### src/rtl/seq_booth_multiplier.sv
// Radix-4 Booth sequential multiplier with per-operand signedness.
// One Booth step per clock, W/2+1 steps per operation, start/done handshake,
// busy flag and synchronous abort. Product is held until the next completion.
module seq_booth_multiplier #(
    parameter int W = 32
) (
    input  logic           clk,
    input  logic           rst,
    input  logic           start,
    input  logic           abort,
    input  logic           a_signed,
    input  logic           b_signed,
    input  logic [W-1:0]   a,
    input  logic [W-1:0]   b,
    output logic [2*W-1:0] product,
    output logic           done,
    output logic           busy
);

    localparam int ITER = W / 2 + 1;
    localparam int XW   = W + 2;
    localparam int HW   = W + 4;
    localparam int CW   = $clog2(ITER);

    typedef enum logic {
        IDLE,
        CALC
    } state_t;

    state_t           state_q, state_d;
    logic [XW-1:0]    mcand_q, mcand_d;
    logic [HW-1:0]    accHi_q, accHi_d;
    logic [XW-1:0]    accLo_q, accLo_d;
    logic             boothPrev_q, boothPrev_d;
    logic [CW-1:0]    count_q, count_d;
    logic [2*W-1:0]   product_q, product_d;
    logic             done_q, done_d;

    logic [2:0]       triplet;
    logic [HW-1:0]    multA;
    logic [HW-1:0]    multA2;
    logic [HW-1:0]    partial;
    logic [HW-1:0]    sum;
    logic [HW-1:0]    stepHi;
    logic [XW-1:0]    stepLo;
    logic             stepPrev;

    // One Booth step: pick 0/+-A/+-2A from the multiplier triplet, add to the upper half, shift right by 2
    always_comb begin
        triplet = {accLo_q[1:0], boothPrev_q};
        multA   = {{2{mcand_q[XW-1]}}, mcand_q};
        multA2  = {multA[HW-2:0], 1'b0};
        partial = '0;
        case (triplet)
            3'b001, 3'b010: partial = multA;
            3'b011:         partial = multA2;
            3'b100:         partial = -multA2;
            3'b101, 3'b110: partial = -multA;
            default:        partial = '0;
        endcase
        sum      = accHi_q + partial;
        stepHi   = {{2{sum[HW-1]}}, sum[HW-1:2]};
        stepLo   = {sum[1:0], accLo_q[XW-1:2]};
        stepPrev = accLo_q[1];
    end

    // Control: accept start in IDLE, run ITER steps in CALC, abort drops back to IDLE without a result
    always_comb begin
        state_d     = state_q;
        mcand_d     = mcand_q;
        accHi_d     = accHi_q;
        accLo_d     = accLo_q;
        boothPrev_d = boothPrev_q;
        count_d     = count_q;
        product_d   = product_q;
        done_d      = 1'b0;
        case (state_q)
            IDLE: begin
                if (start) begin
                    mcand_d     = {{2{a_signed & a[W-1]}}, a};
                    accHi_d     = '0;
                    accLo_d     = {{2{b_signed & b[W-1]}}, b};
                    boothPrev_d = 1'b0;
                    count_d     = CW'(ITER - 1);
                    state_d     = CALC;
                end
            end
            CALC: begin
                if (abort) begin
                    state_d = IDLE;
                end else begin
                    accHi_d     = stepHi;
                    accLo_d     = stepLo;
                    boothPrev_d = stepPrev;
                    if (count_q == '0) begin
                        product_d = {stepHi[W-3:0], stepLo};
                        done_d    = 1'b1;
                        state_d   = IDLE;
                    end else begin
                        count_d = count_q - CW'(1);
                    end
                end
            end
            default: state_d = IDLE;
        endcase
    end

    // State and datapath registers, cleared asynchronously by reset
    always_ff @(posedge clk or posedge rst) begin
        if (rst) begin
            state_q     <= IDLE;
            mcand_q     <= '0;
            accHi_q     <= '0;
            accLo_q     <= '0;
            boothPrev_q <= 1'b0;
            count_q     <= '0;
            product_q   <= '0;
            done_q      <= 1'b0;
        end else begin
            state_q     <= state_d;
            mcand_q     <= mcand_d;
            accHi_q     <= accHi_d;
            accLo_q     <= accLo_d;
            boothPrev_q <= boothPrev_d;
            count_q     <= count_d;
            product_q   <= product_d;
            done_q      <= done_d;
        end
    end

    assign product = product_q;
    assign done    = done_q;
    assign busy    = (state_q == CALC);

endmodule

### config.mk
export PLATFORM = sky130hd
export DESIGN_NAME = seq_booth_multiplier
export DESIGN_NICKNAME = d
export VERILOG_FILES = /design/src/rtl/seq_booth_multiplier.sv
export SDC_FILE = /design/constraint.sdc
export NUM_CORES = 1
export LEC_CHECK = 0
export CORE_ASPECT_RATIO = 1.5
export CORE_MARGIN = 2
export CORE_UTILIZATION = 34
export CTS_CLUSTER_DIAMETER = 40
export DETAILED_ROUTE_END_ITERATION = 7
export PLACE_DENSITY_LB_ADDON = 0.2
export SLEW_MARGIN = 20
export SYNTH_ARGS = -nofsm -noshare
export SYNTH_HDL_FRONTEND = slang
export SYNTH_SLANG_ARGS = --single-unit
### constraint.sdc
create_clock -name clk -period 15.7 [get_ports clk]
set_clock_uncertainty 0.15 [all_clocks]
set_input_delay 1.57 -clock clk [delete_from_list [all_inputs] [get_ports clk]]
set_output_delay 1.57 -clock clk [all_outputs]
set_load 0.02 [all_outputs]
Yosys cells after proc, flatten, opt, wreduce, memory -nomap -nowiden
Index checks and enable logic that the tools add are counted.
{ "totals": {"reg_bits": 175, "in_bits": 70, "output_inout_bits": 66, "word_cells": 53} }
{ "classes": {"addsub": 4, "eq_ne": 9, "n_mux": 21, "n_bitwise": 4, "reduce_logical": 7} }
{ "op_table": {"columns": ["operator", "n"], "rows": [
  ["36-bit case mux with 4 select lines", 1],
  ["36-bit 2-to-1 mux", 2],
  ["36-bit negation", 2],
  ["36-bit case mux with 2 select lines", 1],
  ["34-bit 2-to-1 mux", 2],
  ["34-bit case mux with 2 select lines", 1],
  ["36-bit adder", 1],
  ["5-bit 2-to-1 mux", 3],
  ["5-bit case mux with 2 select lines", 1],
  ["3-bit equality test, second input constant", 3],
  ["1-bit 2-to-1 mux", 8],
  ["3-bit by 2-bit equality test with 1-bit output, second input constant", 2],
  ["2-bit inequality test, second input constant", 3],
  ["3-bit AND reduction", 2],
  ["5-bit zero test", 1],
  ["5-bit by 1-bit subtractor with 5-bit output, second input constant", 1],
  ["1-bit case mux with 2 select lines", 2],
  ["2-bit AND reduction", 2],
  ["2-bit OR reduction", 2],
  ["3-bit by 1-bit equality test with 1-bit output, second input constant", 1],
  ["1-bit bitwise AND", 2],
  ["1-bit inverter", 2]
]} }

Longest topological paths before layout
Gate-level depths: netlist of the first run.
{ "logic_depth": {"depth_word": 6, "depth_mapped": 22, "depth_no_buf": 21} }

Worst setup path after synthesis of the first run
Ideal clock, no wire load.
{ "synth_timing": {"path_type": "flip-flop to flip-flop", "from": "register mcand_q[11]", "to": "register accHi_q[34]", "setup_time_ps": 134, "arrival_ps": 4397, "t_required_ps": 15416, "slack_ps": 11020, "stages_incl_launch_ff": 22, "n_path_buf": 2, "period_less_slack_ps": 4680, "cell_sequence": "dfrtp_1 > or4_4 > nor3_4 > nand4_2 > or2_1 > clkbuf_1 > o31ai_2 > xnor2_1 > a221oi_1 > a21oi_1 > a21o_1 > ha_1 > clkbuf_1 > nand2_1 > o311ai_0 > o41ai_1 > o21ai_0 > o21ai_0 > o2111ai_1 > xnor2_1 > xor2_1 > o21ai_0"} }
{ "synth_via": {"elab_chain_len": 5, "word_cells_on_any_way": 6, "cone_classes": "add/sub: 3; mux: 3"} }
{ "synth_rtl": {"columns": ["element", "line_no", "source"], "rows": [
  ["start, declared", "31", "logic [XW-1:0] mcand_q, mcand_d;"],
  ["start signal, assigned", "121", "mcand_q <= mcand_d;"],
  ["36-bit negation (on tied branches)", "58, 57", null],
  ["36-bit case mux with 4 select lines *", "54", "case (triplet)"],
  ["36-bit adder *", "61", "sum = accHi_q + partial;"],
  ["36-bit 2-to-1 mux *", "89", "if (abort) begin"],
  ["36-bit case mux with 2 select lines *", "77", "case (state_q)"],
  ["end signal, assigned", "122", "accHi_q <= accHi_d;"],
  ["end, declared", "32", "logic [HW-1:0] accHi_q, accHi_d;"]
]} }
Mark *: on every way between the ends. The rest lies on a longest branch, timed or not. The select of a mux whose other input is x is not followed.
A chain may end at the register's enable or synchronous reset.

Worst setup path after layout of the first run
{ "layout_timing": {"from": "register mcand_q[1]", "to": "register accHi_q[34]"} }
The elaborated chain is that of the path after synthesis.

==> impl_metrics.env, run 1 <==
export IMPL_status="complete, no violations"
export IMPL_worstHoldPathType="flip-flop to flip-flop"
export IMPL_grt_pass1_vias=9267
export IMPL_syn_area_per_cell_um2=8.35
export IMPL_final_setup_tns_ns=0
export IMPL_drc=0
export IMPL_grt_pass1_wl_mm=47.8
export IMPL_die_w_um=147
export IMPL_hold_end="product[11]"
export IMPL_synth_area_leaders="dfrtp_1 41%, nand2_1 13%, o21ai_0 5.4%, ha_1 4.5%, xnor2_1 4.3%"
export IMPL_synthFlopType="dfrtp_1"
export IMPL_path_cells="inv_1 -> ha_1 -> or3b_2 -> nor2_2 -> nand4_1 -> nor3_1 -> nand2b_1 -> xnor2_1 -> a21oi_1 -> o21ai_0 -> ha_1 -> a21oi_1 -> o21ai_0 -> o41ai_1 -> o21ai_0 -> o21ai_0 -> o2111ai_1 -> xnor2_1 -> xor2_1 -> o21ai_0"
export IMPL_routed_wl_mm=29.3
export IMPL_core_mm2=0.0303
export IMPL_firstDrtPassIters=5
export IMPL_startpoint="mcand_q[1]"
export IMPL_synth_top_area_frac=0.414
export IMPL_hold_start="product[11]"
export IMPL_synth_cell_types=68
export IMPL_grt_overflow_total=0
export IMPL_antenna_found_initial=0
export IMPL_netlist_area_mm2=0.0105
export IMPL_place_gp_congestion=0.868
export IMPL_crit_path_max_incr_delay_ns=0.53
export IMPL_cp_slowest_cell="or3b_2"
export IMPL_timing_final_ws_setup_ns=10.22
export IMPL_fillers=3127
export IMPL_slew_headroom=0.387
export IMPL_cts_root_buf="clkbuf_16"
export IMPL_cts_tree="done"
export IMPL_fin_crit_sh=0.349
export IMPL_syn_instance_count=1253
export IMPL_clock_sinks=173
export IMPL_hold_path_depth=2
export IMPL_cpMostUsedCell="o21ai_0"
export IMPL_cts_resized=0
export IMPL_ir_drop_mv=0.0833
export IMPL_grt_max_degree=114
export IMPL_cts_buffers=17
export IMPL_port_buffers=135
export IMPL_antenna_cells=0
export IMPL_num_rows=78
export IMPL_cap_viol_max_count=0
export IMPL_insertion_delay_ns=0.45
export IMPL_slew_violations=0
export IMPL_clkTransAtPathRegs_ns=0.07
export IMPL_start_kind="flip-flop"
export IMPL_power_leakage_nw=5.83
export IMPL_cp_max_fo=9
export IMPL_io_pin_count=136
export IMPL_dieArea_mm2=0.0322
export IMPL_finalHoldViolations=0
export IMPL_yosysWarnings=0
export IMPL_drive_gt1_frac=0.0524
export IMPL_synth_enable_flop_cells=0
export IMPL_power_density_mw_per_mm2=220
export IMPL_area_delta_synth_final_pct=21.8
export IMPL_critical_path_class="flip-flop to flip-flop"
export IMPL_die_h_um=219
export IMPL_routedWlPerCell_um=16.7
export IMPL_r2r_setup_slack_ns=10.22
export IMPL_worstSetupEndpointType="flip-flop"
export IMPL_clk_path_buf_depth=2
export IMPL_synth_seq_cells=173
export IMPL_crit_family="compound AO/OA/AOI/OAI gates"
export IMPL_timing_fmax_mhz=182
export IMPL_start_util=0.346
export IMPL_cts_setup_buffers=0
export IMPL_crit_buf_inv=1
export IMPL_min_period_ns=5.48
export IMPL_nNetsFinal=1450
export IMPL_utilization=0.421
export IMPL_hold_buffers=0
export IMPL_drtIter0Drc=503
export IMPL_r2r_end="accHi_q[34]"
export IMPL_via_count=9168
export IMPL_synth_top_area_cell="dfrtp_1"
export IMPL_viasPerCell=5.23
export IMPL_worstRegToRegCells=20
export IMPL_rsz0062_at_grt="false"
export IMPL_r2r_start="mcand_q[1]"
export IMPL_grt_usage=0.186
export IMPL_worst_pin_slew_ns=0.918
export IMPL_ant_nets=0
export IMPL_async_flop_share=1.00
export IMPL_htree_levels=4
export IMPL_dp_slack_ns=10.29
export IMPL_finalSetupViolCount=0
export IMPL_syn_num_nets=1362
export IMPL_dp_hpwl_mm=20.8
export IMPL_arrival_ns=5.63
export IMPL_cp_data_required_time_ns=15.85
export IMPL_ys_seq_area_frac=0.414
==> cells by family (layout without fill, tap and decap cells) <==
group,after synthesis,in the layout,synth area share
AOI/OAI and AO/OA,291,291,0.175
xor gates and xnor gates,75,75,0.0628
adders and majority gates,39,39,0.0473
buffers and inverters,90,191,0.0332
DFF,173,173,0.414
muxes,44,44,0.0434
and+or+nand+nor,541,541,0.224
==> cell usage after synthesis (all sizes together) (2+ instances only) <==
master / instances
o21ai: 116
a21o: 11
or3: 16
mux2: 8
a211oi: 7
o2111ai: 3
nor4bb: 2
a221oi: 4
dfrtp: 173
and3: 6
clkbuf: 70
buf: 8
nand2: 373
o31ai: 7
nand2b: 13
xnor2: 51
or4: 3
o21bai: 3
inv: 11
o41ai: 2
ha: 38
nor4: 5
a21oi: 45
o21a: 3
mux2i: 36
a22o: 28
o311ai: 2
and2: 3
nand4: 9
nand3: 17
nor2: 53
a31oi: 7
a22oi: 32
o221ai: 4
xor2: 24
o22ai: 9
a32oi: 2
nor2b: 10
nor3: 21
nand3b: 2
or2: 4
==> cell type report <==
cell class              count  area (um2)  area share
repair buffers            147        1440       0.113
multi-input cells         990        5810       0.456
well taps                 400         500      0.0393
inverters                  12        52.6     0.00412
clock buffers              21         460      0.0361
clock inverters            11         155      0.0122
flip-flops and latches    173        4330       0.340
==> state kept, by name, indices dropped and copies added, names as in the netlist <==
| name | cells |
|---|---|
| accHi_q | 34 |
| accLo_q | 34 |
| boothPrev_q | 1 |
| busy | 1 |
| count_q | 5 |
| done | 1 |
| mcand_q | 33 |
| product | 64 |
==> through the flow <==
step	cells	power (mW)	instance area [um2]	hold slack, ns
floorplan	1253	1.85	10500	0.305
global placement	1722	2.34	12100	0.306
detailed placement	1722	2.36	12100	0.311
CTS	1754	2.82	12700	0.327
global route	1754	3.03	12700	0.348
finish	1754	2.80	12700	0.323
==> tightest hold or removal path, delay by kind of cell (launching register included) <==
kind             cells  cell delay [ns]
DFF                  1             0.34
and+or+nand+nor      2             0.10
==> power breakdown <==
group | total, mW | internal (mW) | switching [mW]
registers | 0.775 | 0.624 | 0.151
logic | 1.58 | 0.641 | 0.936
clock network | 0.447 | 0.261 | 0.187
==> layout by cell type (no fill, tap or decap), types with 24 or more instances in the layout <==
cell             count
mux2i_1             36
xor2_1              24
xnor2_1             51
o21ai_0            113
clkdlybuf4s50_1    135
dfrtp_1            172
a22o_1              28
nand2_1            373
ha_1                38
a22oi_1             32
nor2_1              51
a21oi_1             45
==> how the worst max path moves through the flow <==
stage | slack [ns] | cells past startpoint | end
floorplan | 9.29 | 1 | accHi_q[0]
global route | 9.73 | 21 | accHi_q[34]
global placement | 10.40 | 21 | accHi_q[34]
detailed placement | 10.29 | 21 | accHi_q[34]
finish | 10.22 | 20 | accHi_q[34]
CTS | 10.23 | 21 | accHi_q[34]
==> routing by layer <==
layer	track usage	share of wire	vias up	wire [um]
met3	0.0279	0.038	56	1120
met2	0.332	0.50	243	14700
met4	0.0795	0.033	0	962
met1	0.222	0.43	4348	12500
met5	0	0	-	0
li1	-	-	4521	-
Power figures use the tool's default switching activity.
==> inputs of run 2 (changes only) <==
- clock period: 15.7 -> 4.7 ns (I/O delays scaled with it)
==> run 2 against run 1 <==
Compared with the run above: the flow now finishes with violations (negative setup slack); sequential share of layout area fell by 4.4 points; highest routed layer unchanged; largest cell class unchanged; critical endpoint unchanged; maximum frequency rose by 17%; power rose to 3.9 times the previous value; via count rose by 8.9%; combinational power rose to 4.5 times the previous value; final area rose by 15%; global-route usage rose by 1.5 points; count of clock-buffer cells in the layout did not move.
==> impl_metrics.env, run 2 (synthesis results as in run 1) <==
export IMPL_crit_family="simple AND/OR/NAND/NOR gates"
export IMPL_clkPwrFrac=0.129
export IMPL_clock_sinks=173
export IMPL_htree_levels=4
export IMPL_violations="negative setup slack"
export IMPL_core_mm2=0.0303
export IMPL_critical_path_class="flip-flop to flip-flop"
export IMPL_swShare=0.435
export IMPL_power_density_mw_per_mm2=755
export IMPL_r2r_start="mcand_q[0]"
export IMPL_final_cell_mix="367 x nand2_1, 187 x buf_4, 172 x dfrtp_1"
export IMPL_grt_pass1_vias=9970
export IMPL_min_period_ns=4.70
export IMPL_dp_hpwl_mm=23.7
export IMPL_largest_reg_flops=64
export IMPL_layout_commonest_cell="nand2_1"
export IMPL_grt_max_degree=95
export IMPL_routedWlPerCell_um=16.8
export IMPL_dieArea_mm2=0.0322
export IMPL_status="finished with violations"
export IMPL_worstRegToRegCells=23
export IMPL_finalSetupViolCount=1
export IMPL_p_seq_frac=0.229
export IMPL_cts_tree="done"
export IMPL_power_switching_mw=4.81
export IMPL_drc=0
export IMPL_num_rows=78
export IMPL_total_power_mw=11.1
export IMPL_die_h_um=219
export IMPL_placed_cell_area_mm2=0.0134
export IMPL_clk_path_buf_depth=2
export IMPL_ir_drop_mv=0.326
export IMPL_timing_fmax_mhz=213
export IMPL_startpoint="mcand_q[0]"
export IMPL_multi_input_area_mm2=0.00625
export IMPL_antenna_found_initial=0
export IMPL_cts_buffers=17
export IMPL_timing_final_ws_setup_ns=-0.00313
export IMPL_port_buffers=135
export IMPL_rsz0062_at_grt="true"
export IMPL_path_cells="inv_2 -> ha_4 -> or3b_4 -> nor2_4 -> nand3_4 -> or3_4 -> nor3_4 -> buf_4 -> buf_4 -> xor2_1 -> o22ai_1 -> ha_1 -> nand4_1 -> nor3_2 -> nor4_2 -> buf_4 -> nand3_2 -> o21ai_2 -> buf_6 -> o2111ai_4 -> xnor2_2 -> xor2_1 -> o21ai_1"
export IMPL_via_count=9984
export IMPL_power_internal_mw=6.24
export IMPL_cp_num_cells=23
export IMPL_drtIter0Drc=463
export IMPL_fillers=2975
export IMPL_cp_data_required_time_ns=4.87
export IMPL_regArea_mm2=0.00433
export IMPL_arrival_ns=4.87
export IMPL_crit_buf_inv=5
export IMPL_cpMostUsedCell="buf_4"
export IMPL_worstSetupEndpointType="flip-flop"
export IMPL_r2r_end="accHi_q[34]"
export IMPL_insertion_delay_ns=0.45
export IMPL_cp_max_fo=5
export IMPL_nNetsFinal=1637
export IMPL_area_delta_synth_final_pct=39.9
export IMPL_start_util=0.346
export IMPL_firstDrtPassIters=5
export IMPL_cap_viol_max_count=0
export IMPL_worstHoldPathType="flip-flop to flip-flop"
export IMPL_fin_crit_sh=1.00
export IMPL_worst_pin_slew_ns=0.929
export IMPL_grt_pass1_wl_mm=51.5
export IMPL_io_pin_count=136
export IMPL_slew_violations=0
export IMPL_start_kind="flip-flop"
export IMPL_power_leakage_nw=6.82
export IMPL_grt_usage=0.201
export IMPL_worstSetupEndpoint="accHi_q[34]"
export IMPL_final_cell_area_mm2=0.0146
export IMPL_drive_gt1_frac=0.217
export IMPL_crit_path_max_incr_delay_ns=0.43
export IMPL_r2r_setup_slack_ns=-0.003
export IMPL_p_comb_frac=0.642
export IMPL_ant_nets=0
export IMPL_antenna_cells=0
export IMPL_cp_slowest_cell="or3_4"
export IMPL_viasPerCell=5.14
export IMPL_clkTransAtPathRegs_ns=0.07
export IMPL_finalHoldViolations=0
export IMPL_cts_root_buf="clkbuf_16"
export IMPL_slew_headroom=0.380
export IMPL_grt_overflow_total=0
export IMPL_place_gp_congestion=0.930
export IMPL_routed_wl_mm=32.6
export IMPL_die_w_um=147
[run 2: cell types whose count changed in the layout (fill, tap and decap cells not counted), sizes merged]
cell / delta
clkinvlp: +2
bufinv: -1
buf: +187
clkinv: -1
[run 2: area by class of cell]
type                       count  area share
inverter                      12     0.00333
clock buffer                  21      0.0308
clock inverter                11     0.00897
sequential                   173       0.296
timing repair buffer         334       0.200
multi-input combinational    990       0.427
tap                          400      0.0342
[run 2: metal layers]
metal	track usage	wire length (um)	vias to the layer above
met5	0	0	-
met4	0.109	1550	0
met3	0.0312	1130	78
met2	0.353	16500	269
met1	0.236	13400	4748
li1	-	-	4889
[run 2: worst min-delay path by stage]
stage	from	end	slack [ns]	cells after the start
after floorplan	accHi_q[28]	accHi_q[28]	0.31	2
after global placement	product[16]	product[16]	0.31	2
after detailed placement	product[4]	product[4]	0.31	2
after CTS	product[4]	product[4]	0.33	2
after global routing	product[63]	product[63]	0.34	2
final	product[16]	product[16]	0.32	2
[run 2: worst min-delay path: stages (launching register included)]
cell and delay (ns):
dfrtp_1 0.34, nand2_1 0.05, nand2_1 0.05
[run 2: power by group through the flow]
stage | clock network (mW) | logic, mW | registers, mW
4_1_cts | 1.48 | 6.61 | 2.54
3_3_place_gp | 0 | 6.42 | 2.54
3_5_place_dp | 0 | 6.48 | 2.56
5_1_grt | 1.53 | 7.71 | 2.62
6_report | 1.43 | 7.09 | 2.54
2_1_floorplan | 0 | 3.41 | 2.77
[run 2: through the flow]
step	instances	setup WS, ns	utilization	hold slack (ns)	setup TNS [ns]
2_1_floorplan	1253	0.0197	-	0.305	0
3_3_place_gp	1887	-0.258	0.444	0.307	-1.66
3_5_place_dp	1887	-0.376	0.444	0.311	-2.73
4_1_cts	1922	-0.0284	0.468	0.329	-0.0284
5_1_grt	1941	-0.254	0.484	0.340	-1.70
6_report	1941	-0.00313	0.484	0.322	-0.00313
[run 2: timing repair]
item                       CTS  global route
hold buffers                 0             0
pin swaps                   10            64
hold endpoints to repair     0             0
setup endpoints to repair   18            36
setup buffers                3            19
resized for setup           31            86
==> inputs of run 3 (changes only) <==
- CTS_CLUSTER_DIAMETER: 40 -> default
- SKIP_CTS_REPAIR_TIMING: default -> 1
==> run 3 against run 2 <==
Compared with the run above: the run still ends with negative setup slack left; combinational power decreased by 1%; non-clock buffer count decreased by 2; flip-flop and latch count unchanged; first-iteration DRC count decreased by 8.9%; via count increased by 0.27%; power decreased by 0.75%; global-route usage decreased by 0.084 points; worst setup slack got worse by 0.049 ns; worst hold slack about the same; final area decreased by 0.20%; wire length decreased by 0.31%; count of clock-buffer cells in the layout unchanged; largest power group unchanged.
==> impl_metrics.env, run 3 (synthesis results as in run 1) <==
export IMPL_status="finished with violations"
export IMPL_violations="negative setup slack"
export IMPL_worstSetupEndpoint="accHi_q[34]"
export IMPL_min_period_ns=4.75
export IMPL_cap_viol_max_count=0
export IMPL_io_pin_count=136
export IMPL_placedCellCount=1887
export IMPL_core_mm2=0.0303
export IMPL_cp_data_required_time_ns=4.87
export IMPL_drtIter0Drc=422
export IMPL_power_leakage_nw=6.80
export IMPL_cp_max_fo=5
export IMPL_grt_usage=0.200
export IMPL_regArea_mm2=0.00433
export IMPL_worstSetupEndpointType="flip-flop"
export IMPL_largest_reg_flops=64
export IMPL_grt_pass1_wl_mm=51.3
export IMPL_crit_path_max_incr_delay_ns=0.41
export IMPL_fin_crit_sh=1.01
export IMPL_routed_wl_mm=32.5
export IMPL_start_util=0.346
export IMPL_antenna_found_initial=0
export IMPL_die_h_um=219
export IMPL_viasPerCell=5.16
export IMPL_cts_root_buf="clkbuf_16"
export IMPL_clk_path_buf_depth=2
export IMPL_start_kind="flip-flop"
export IMPL_rsz0062_at_grt="true"
export IMPL_die_w_um=147
export IMPL_area_delta_synth_final_pct=39.6
export IMPL_power_density_mw_per_mm2=751
export IMPL_slew_violations=0
export IMPL_via_count=10011
export IMPL_timing_final_ws_setup_ns=-0.0525
export IMPL_total_power_mw=11.0
export IMPL_slew_headroom=0.377
export IMPL_dieArea_mm2=0.0322
export IMPL_arrival_ns=4.92
export IMPL_final_cell_mix="368 x nand2_1, 188 x buf_4, 172 x dfrtp_1"
export IMPL_grt_max_degree=95
export IMPL_place_gp_congestion=0.930
export IMPL_multi_input_area_mm2=0.00625
export IMPL_cts_tree="done"
export IMPL_worstRegToRegCells=25
export IMPL_r2r_setup_slack_ns=-0.05
export IMPL_r2r_start="mcand_q[0]"
export IMPL_startpoint="mcand_q[0]"
export IMPL_port_buffers=135
export IMPL_worst_pin_slew_ns=0.934
export IMPL_cts_buffers=17
export IMPL_worstHoldPathType="flip-flop to flip-flop"
export IMPL_finalHoldViolations=0
export IMPL_cp_slowest_cell="or3b_4"
export IMPL_htree_levels=4
export IMPL_routedWlPerCell_um=16.8
export IMPL_antenna_cells=0
export IMPL_grt_pass1_vias=9942
export IMPL_finalSetupViolCount=4
export IMPL_ant_nets=0
export IMPL_final_cells=1939
export IMPL_clkTransAtPathRegs_ns=0.07
export IMPL_r2r_end="accHi_q[34]"
export IMPL_firstDrtPassIters=5
export IMPL_num_rows=78
export IMPL_ir_drop_mv=0.302
export IMPL_timing_fmax_mhz=210
export IMPL_grt_overflow_total=0
export IMPL_nNetsFinal=1635
export IMPL_fillers=2974
export IMPL_clock_sinks=173
export IMPL_critical_path_class="flip-flop to flip-flop"
export IMPL_drc=0
export IMPL_layout_commonest_cell="nand2_1"
export IMPL_insertion_delay_ns=0.44
export IMPL_dp_hpwl_mm=23.7
export IMPL_drive_gt1_frac=0.211
export IMPL_dp_slack_ns=-0.376
[run 3: cell types whose count changed in the layout (fill, tap and decap cells not counted), moves of 3 or more]
cell     delta
nor3_2      -3
a22oi_1     +3
buf_6       -3
xnor2_1     +3
a22oi_2     -3
xnor2_2     -3
a21oi_2     -4
[run 3: report_power, final]
part           internal [mW]  switching, mW  leakage (nW)
clock                  0.804          0.622         0.280
combinational           3.28           3.73          4.29
sequential              2.09          0.448          2.23
total                   6.17           4.80          6.80
[run 3: critical path, delay by kind of cell (launching register included)]
family | cells | cell delay [ns]
AOI/OAI and AO/OA | 9 | 1.24
and+or+nand+nor | 5 | 1.07
buffers and inverters | 6 | 0.83
xor gates and xnor gates | 3 | 0.52
adders and majority gates | 2 | 0.42
DFF | 1 | 0.39
[run 3: cell type report]
| type | count | area share |
|---|---|---|
| inverter | 12 | 0.00334 |
| multi-input combinational | 990 | 0.427 |
| sequential | 173 | 0.296 |
| timing repair buffer | 332 | 0.199 |
| clock buffer | 21 | 0.0308 |
| clock inverter | 11 | 0.00899 |
| tap | 400 | 0.0342 |
[run 3: worst min path at each step]
| stage | from | to | slack [ns] | cells after the start |
|---|---|---|---|---|
| final | product[16] | product[16] | 0.32 | 2 |
| after global routing | product[51] | product[51] | 0.35 | 2 |
| after CTS | product[4] | product[4] | 0.33 | 2 |
| after detailed placement | product[4] | product[4] | 0.31 | 2 |
| after global placement | product[16] | product[16] | 0.31 | 2 |
| after floorplan | accHi_q[28] | accHi_q[28] | 0.31 | 2 |
[run 3: per-layer routing]
| metal | up-vias | GRT usage | part of all wire |
|---|---|---|---|
| met5 | - | 0 | 0 |
| met4 | 0 | 0.103 | 0.045 |
| met3 | 84 | 0.0310 | 0.033 |
| met2 | 259 | 0.353 | 0.50 |
| met1 | 4780 | 0.235 | 0.42 |
| li1 | 4888 | - | - |
[run 3: stage by stage]
| step | utilization | hold slack [ns] | TNS [ns] | cell area (um2) |
|---|---|---|---|---|
| floorplan | - | 0.305 | 0 | 10500 |
| global placement | 0.444 | 0.307 | -1.66 | 13400 |
| detailed placement | 0.444 | 0.311 | -2.73 | 13400 |
| CTS | 0.463 | 0.329 | -2.99 | 14000 |
| global route | 0.483 | 0.345 | -2.69 | 14600 |
| finish | 0.483 | 0.322 | -0.113 | 14600 |
